$ cat config.mk
export PLATFORM = sky130hd
export DESIGN_NAME = seg_scan_decoder
export DESIGN_NICKNAME = d
export VERILOG_FILES = /design/src/rtl/seg_scan_decoder.sv
export SDC_FILE = /design/constraint.sdc
export NUM_CORES = 1
export LEC_CHECK = 0
export ABC_CLOCK_PERIOD_IN_PS = 3300
export BUFFER_PORTS_ARGS = -buffer_cell sky130_fd_sc_hd__buf_2
export CORE_ASPECT_RATIO = 1.25
export CORE_MARGIN = 2
export CORE_UTILIZATION = 50
export CTS_BUF_LIST = sky130_fd_sc_hd__clkbuf_16
export DETAILED_ROUTE_END_ITERATION = 12
export PLACE_DENSITY = 0.75
export SLEW_MARGIN = 15
export SYNTH_ARGS = -nofsm -noshare
export SYNTH_HDL_FRONTEND = slang
export SYNTH_SLANG_ARGS = --single-unit
$ cat constraint.sdc
create_clock -name clkI -period 3.3 [get_ports clkI]
set_clock_uncertainty 0.1 [all_clocks]
set_input_delay 0.66 -clock clkI [delete_from_list [all_inputs] [get_ports clkI]]
set_output_delay 0.66 -clock clkI [all_outputs]
set_load 0.03 [all_outputs]
$ cat src/rtl/seg_scan_decoder.sv
// Recovers hex digits from a multiplexed seven-segment scan bus.
// Each digit is accepted after STABLE_CYC identical registered samples.
module seg_scan_decoder #(
  parameter int unsigned STABLE_CYC = 4,
  parameter int unsigned DIGITS     = 4
) (
  input  logic                  clkI,
  input  logic                  rstI,
  input  logic [0:7]            segI,
  input  logic [DIGITS-1:0]     digI,
  output logic [4*DIGITS-1:0]   numO,
  output logic [DIGITS-1:0]     dpO,
  output logic [DIGITS-1:0]     vldO,
  output logic [DIGITS-1:0]     errO,
  output logic                  updO,
  output logic                  frameO
);

  localparam int unsigned CW = $clog2(STABLE_CYC + 1);
  localparam logic [CW-1:0] CNT_MAX = CW'(STABLE_CYC);
  localparam logic [CW-1:0] CNT_ONE = CW'(1);

  typedef enum logic [1:0] {
    StIdle,
    StCount,
    StHeld
  } state_e;

  // Returns {illegal, nibble}; segment order is {a,b,c,d,e,f,g} with a as MSB.
  function automatic logic [4:0] decode_glyph(input logic [6:0] g);
    logic [4:0] res;
    unique case (g)
      7'b1111110: res = 5'h00;
      7'b0110000: res = 5'h01;
      7'b1101101: res = 5'h02;
      7'b1111001: res = 5'h03;
      7'b0110011: res = 5'h04;
      7'b1011011: res = 5'h05;
      7'b1011111: res = 5'h06;
      7'b1110000: res = 5'h07;
      7'b1111111: res = 5'h08;
      7'b1111011: res = 5'h09;
      7'b1110111: res = 5'h0A;
      7'b0011111: res = 5'h0B;
      7'b1001110: res = 5'h0C;
      7'b0111101: res = 5'h0D;
      7'b1001111: res = 5'h0E;
      7'b1000111: res = 5'h0F;
      default:    res = 5'h10;
    endcase
    return res;
  endfunction

  logic [0:7]          r_seg;
  logic [DIGITS-1:0]   r_dig;
  state_e              r_state;
  state_e              w_state_d;
  logic [CW-1:0]       r_cnt;
  logic [CW-1:0]       w_cnt_d;
  logic [0:7]          r_ref_seg;
  logic [0:7]          w_ref_seg_d;
  logic [DIGITS-1:0]   r_ref_dig;
  logic [DIGITS-1:0]   w_ref_dig_d;

  logic [4*DIGITS-1:0] r_num;
  logic [DIGITS-1:0]   r_dp;
  logic [DIGITS-1:0]   r_vld;
  logic [DIGITS-1:0]   r_err;
  logic [DIGITS-1:0]   r_seen;
  logic                r_upd;
  logic                r_frame;

  logic                w_onehot;
  logic                w_same;
  logic                w_cap;
  logic [DIGITS-1:0]   w_cap_mask;
  logic [6:0]          w_glyph;
  logic [4:0]          w_dec;
  logic                w_all_seen;

  assign w_onehot   = $onehot(r_dig);
  assign w_same     = (r_seg == r_ref_seg) && (r_dig == r_ref_dig);
  assign w_glyph    = r_seg[0:6];
  assign w_dec      = decode_glyph(w_glyph);
  assign w_cap_mask = w_cap ? r_dig : '0;
  assign w_all_seen = &r_seen;

  always_ff @(posedge clkI or posedge rstI) begin
    if (rstI) begin
      r_seg     <= '0;
      r_dig     <= '0;
      r_state   <= StIdle;
      r_cnt     <= '0;
      r_ref_seg <= '0;
      r_ref_dig <= '0;
    end else begin
      r_seg     <= segI;
      r_dig     <= digI;
      r_state   <= w_state_d;
      r_cnt     <= w_cnt_d;
      r_ref_seg <= w_ref_seg_d;
      r_ref_dig <= w_ref_dig_d;
    end
  end

  always_comb begin
    w_state_d   = r_state;
    w_cnt_d     = r_cnt;
    w_ref_seg_d = r_ref_seg;
    w_ref_dig_d = r_ref_dig;
    w_cap       = 1'b0;

    if ((r_state == StIdle || !w_same) && !w_onehot) begin
      w_state_d = StIdle;
      w_cnt_d   = '0;
    end else if (r_state == StIdle || !w_same) begin
      // New one-hot sample: it becomes the reference and the dwell restarts.
      w_ref_seg_d = r_seg;
      w_ref_dig_d = r_dig;
      w_cnt_d     = CNT_ONE;
      if (CNT_ONE == CNT_MAX) begin
        w_cap     = 1'b1;
        w_state_d = StHeld;
      end else begin
        w_state_d = StCount;
      end
    end else if (r_state == StCount) begin
      if (r_cnt != CNT_MAX) begin
        w_cnt_d = r_cnt + CNT_ONE;
      end
      if (w_cnt_d == CNT_MAX) begin
        w_cap     = 1'b1;
        w_state_d = StHeld;
      end
    end
  end

  always_ff @(posedge clkI or posedge rstI) begin
    if (rstI) begin
      r_num   <= '0;
      r_dp    <= '0;
      r_vld   <= '0;
      r_err   <= '0;
      r_seen  <= '0;
      r_upd   <= 1'b0;
      r_frame <= 1'b0;
    end else begin
      r_upd   <= w_cap;
      r_frame <= w_all_seen;
      // A capture landing on the clearing cycle still counts toward the next frame.
      r_seen  <= w_all_seen ? w_cap_mask : (r_seen | w_cap_mask);
      for (int k = 0; k < DIGITS; k++) begin
        if (w_cap_mask[k]) begin
          r_num[4*k +: 4] <= w_dec[3:0];
          r_dp[k]         <= r_seg[7];
          r_vld[k]        <= 1'b1;
          r_err[k]        <= w_dec[4];
        end
      end
    end
  end

  assign numO   = r_num;
  assign dpO    = r_dp;
  assign vldO   = r_vld;
  assign errO   = r_err;
  assign updO   = r_upd;
  assign frameO = r_frame;

endmodule

==> flow_summary.toml <==
[timing]
fin_crit_ps = 2519
setup_viol = 0
slew_headroom_pct = 63.02
maxSlewViolCount = 0
hold_violations = 0
setup-tns-final_ps = 0
worst_pin_slew_ps = 550.6
fmax_mhz = 397.0
fin_ws_ps = 781.2
fin_crit_sh_pct = 76.33
rsz0062_at_grt = "no"

[yosys]
synthCells = 229
synth_cell_types = 46
syn_nets = 248
yosys.area.top_type = "dfrtp_1"
yosysSeqAreaShare_pct = 53.98
synth_edf_count = 0
postSynth.asyncResetShare_pct = 100.0
yosys_warnings = 0
ys_ff_latch = 63
synth_flop_cell = "dfrtp_1"
synth_top_area_share_pct = 53.98
synthTopCellsByArea = "dfrtp_1 (54%), mux2_2 (11%), xnor2_1 (4.5%)"
netlist_area_sq_mm = 0.002920
synth.avg_cell_area_sq_um = 12.75

[floorplan]
chipHeight_um = 89.45
num_rows = 31
start_util_pct = 51.22
die_area_sq_mm = 0.006472
io_pins = 44
core-area_sq_mm = 0.005702
die_w_um = 72.36

[cells_and_area]
stdcell_area_sq_mm = 0.003492
fill_cells = 434
n_antenna_cell = 0
drive_above_1_share_pct = 38.93
final_nets = 294
finalNonFillerCells = 346
multi_input_area_sq_mm = 0.001249
area_growth_pct = 19.58
seqCellArea_sq_mm = 0.001577

[grt]
antenna_found_initial = 0
grtUsageTotal_pct = 19.42
grt_pass1_vias = 1954
grt_pass1_wl_um = 9411
grt_overflow_total = 0
grt_max_degree = 27

[drt]
drtAntennaViolNets = 0
dr.pass1.iters = 4
route.detailed.drc = 0
vias = 1903
drtIter0Drc = 107
routedWlPerCell_um = 16.68
drt-total-wl_um = 5773
viasPerCell = 5.500

[clocking]
clk_pin_slew_ps = 60
post-cts-setup-buffers = 0
root_buffer = "clkbuf_16"
h-tree-depth = 3
cts_resized = 0
cts_hold_buf = 0
cts_tree = "done"
cts_buffers = 9
cts_sinks = 63
clockBufferDepth = 2
clock_latency_ps = 330

[pwr]
comb_power_share_pct = 13.0
p_switching_mw = 0.5515
p_leak_nw = 1.754
switching_share_pct = 24.59
internal-power_mw = 1.692
peakVddDrop_mv = 0.4228
seq_power_share_pct = 41.5
pwr-share-clk_pct = 45.5
p_per_area_mw_per_mm2 = 642.4

[setup_path]
startpoint_type = "register"
worstPathArrival_ps = 2630
worstSetupPathType = "reg2reg"
reg2reg_slack_ps = 780
worstPathRequired_ps = 3410
end_kind = "register"
worstPathMaxFanout = 8

[placed_design]
portBuffers = 43
gp_congestion = 0.8506
dp_hpwl_um = 3925
dpl_cell_area_sq_mm = 0.003164
placedCellCount = 330
dp_slack_ps = 820.0

[run]
drv_cap = 0

[hold_path]
hp-class = "in2async"

[run_status]
status = "complete, no violations"
## cells by family (layout without fill, tap and decap cells)
group,Yosys count,count (layout),synth area share (%)
xor+xnor,16,16,4.799
fa+ha+maj,5,5,2.399
buf+inv,17,68,3.257
compound gates,20,20,4.842
flops,63,63,53.98
simple gates,71,71,15.47
mux,37,37,15.25
## placed cells by master (no fill, tap or decap), types with 2 or more instances in the layout
cell,Yosys,routed
clkbuf_16,0,9
inv_1,7,6
o21ai_0,5,5
nor2b_1,3,3
nor4_4,2,2
buf_4,0,2
nand4_1,4,4
nor3b_1,2,2
mux2_4,8,8
and2_1,2,2
nand2b_1,8,8
bufinv_16,0,2
mux2_2,28,28
or3_1,3,3
nand3_2,4,4
nand2_1,17,17
inv_6,0,3
a21oi_1,4,4
dfrtp_1,63,63
nor2_1,7,7
xnor2_1,15,15
ha_1,4,4
nor3_1,5,5
nand3_1,5,5
buf_2,6,43
and3_1,2,2
## state kept, by name, summed over array words and instances, names as in the netlist
name	count
r_state	2
r_ref_seg	8
dpO	4
r_seen	4
r_cnt	3
updO	1
r_seg	8
errO	4
r_ref_dig	4
r_dig	4
frameO	1
numO	16
vldO	4
## area by class of cell
type	instances	share of cell area, %
Tap cell	66	2.365
Timing Repair Buffer	45	6.593
Multi-Input combinational cell	149	35.76
Sequential cell	63	45.15
Clock buffer	9	6.449
Clock inverter	7	2.938
Inverter	7	0.7524
## metrics by stage
stage / hold slack [ps] / power, mW / util, %
floorplan: 346.6 / 1.183 / -
global placement: 348.2 / 1.218 / 55.50
detailed placement: 350.0 / 1.232 / 55.50
CTS: 288.9 / 2.270 / 61.25
global route: 309.4 / 2.338 / 61.25
finish: 275.5 / 2.243 / 61.25
## per-layer routing
layer | global-route usage, % | up-vias | part of all wire, %
met2 | 32.86 | 45 | 53
met5 | 0 | - | 0
met3 | 6.088 | 5 | 4.1
met4 | 6.861 | 0 | 0.74
li1 | - | 897 | -
met1 | 23.46 | 956 | 42
## worst max-delay path: stages (launching register included)
cell and delay [ps]:
dfrtp_1 420, inv_1 80, ha_1 240, nor3b_1 220, a211oi_1 120, nor4_4 510, nand3_2 330, mux2_2 360
## synthesized netlist by cell type (5+ instances only)
master	n
nand2_1	17
xnor2_1	15
nor2_1	7
buf_2	6
mux2_2	28
nand2b_1	8
dfrtp_1	63
nand3_1	5
nor3_1	5
o21ai_0	5
inv_1	7
mux2_4	8
## final timing paths
| kind | start | end | cells past startpoint |
|---|---|---|---|
| worst max-delay path | r_cnt[0] | numO[11] | 7 |
| worst min-delay path | rstI | r_dig[0] | 2 |
| worst max register to register | r_cnt[0] | numO[11] | 7 |
| worst min register to register | vldO[2] | vldO[2] | 1 |
| max in group asynchronous | rstI | frameO | 3 |
| min in group clkI | segI[0] | r_seg[0] | 1 |
## power groups by stage
stage	Sequential (mW)	Combinational (mW)	Clock, mW
floorplan	0.913	0.270	0
global placement	0.938	0.279	0
detailed placement	0.941	0.291	0
CTS	0.929	0.294	1.05
global route	0.942	0.317	1.08
finish	0.931	0.291	1.02
No activity file was read; power rests on OpenSTA's default activity.
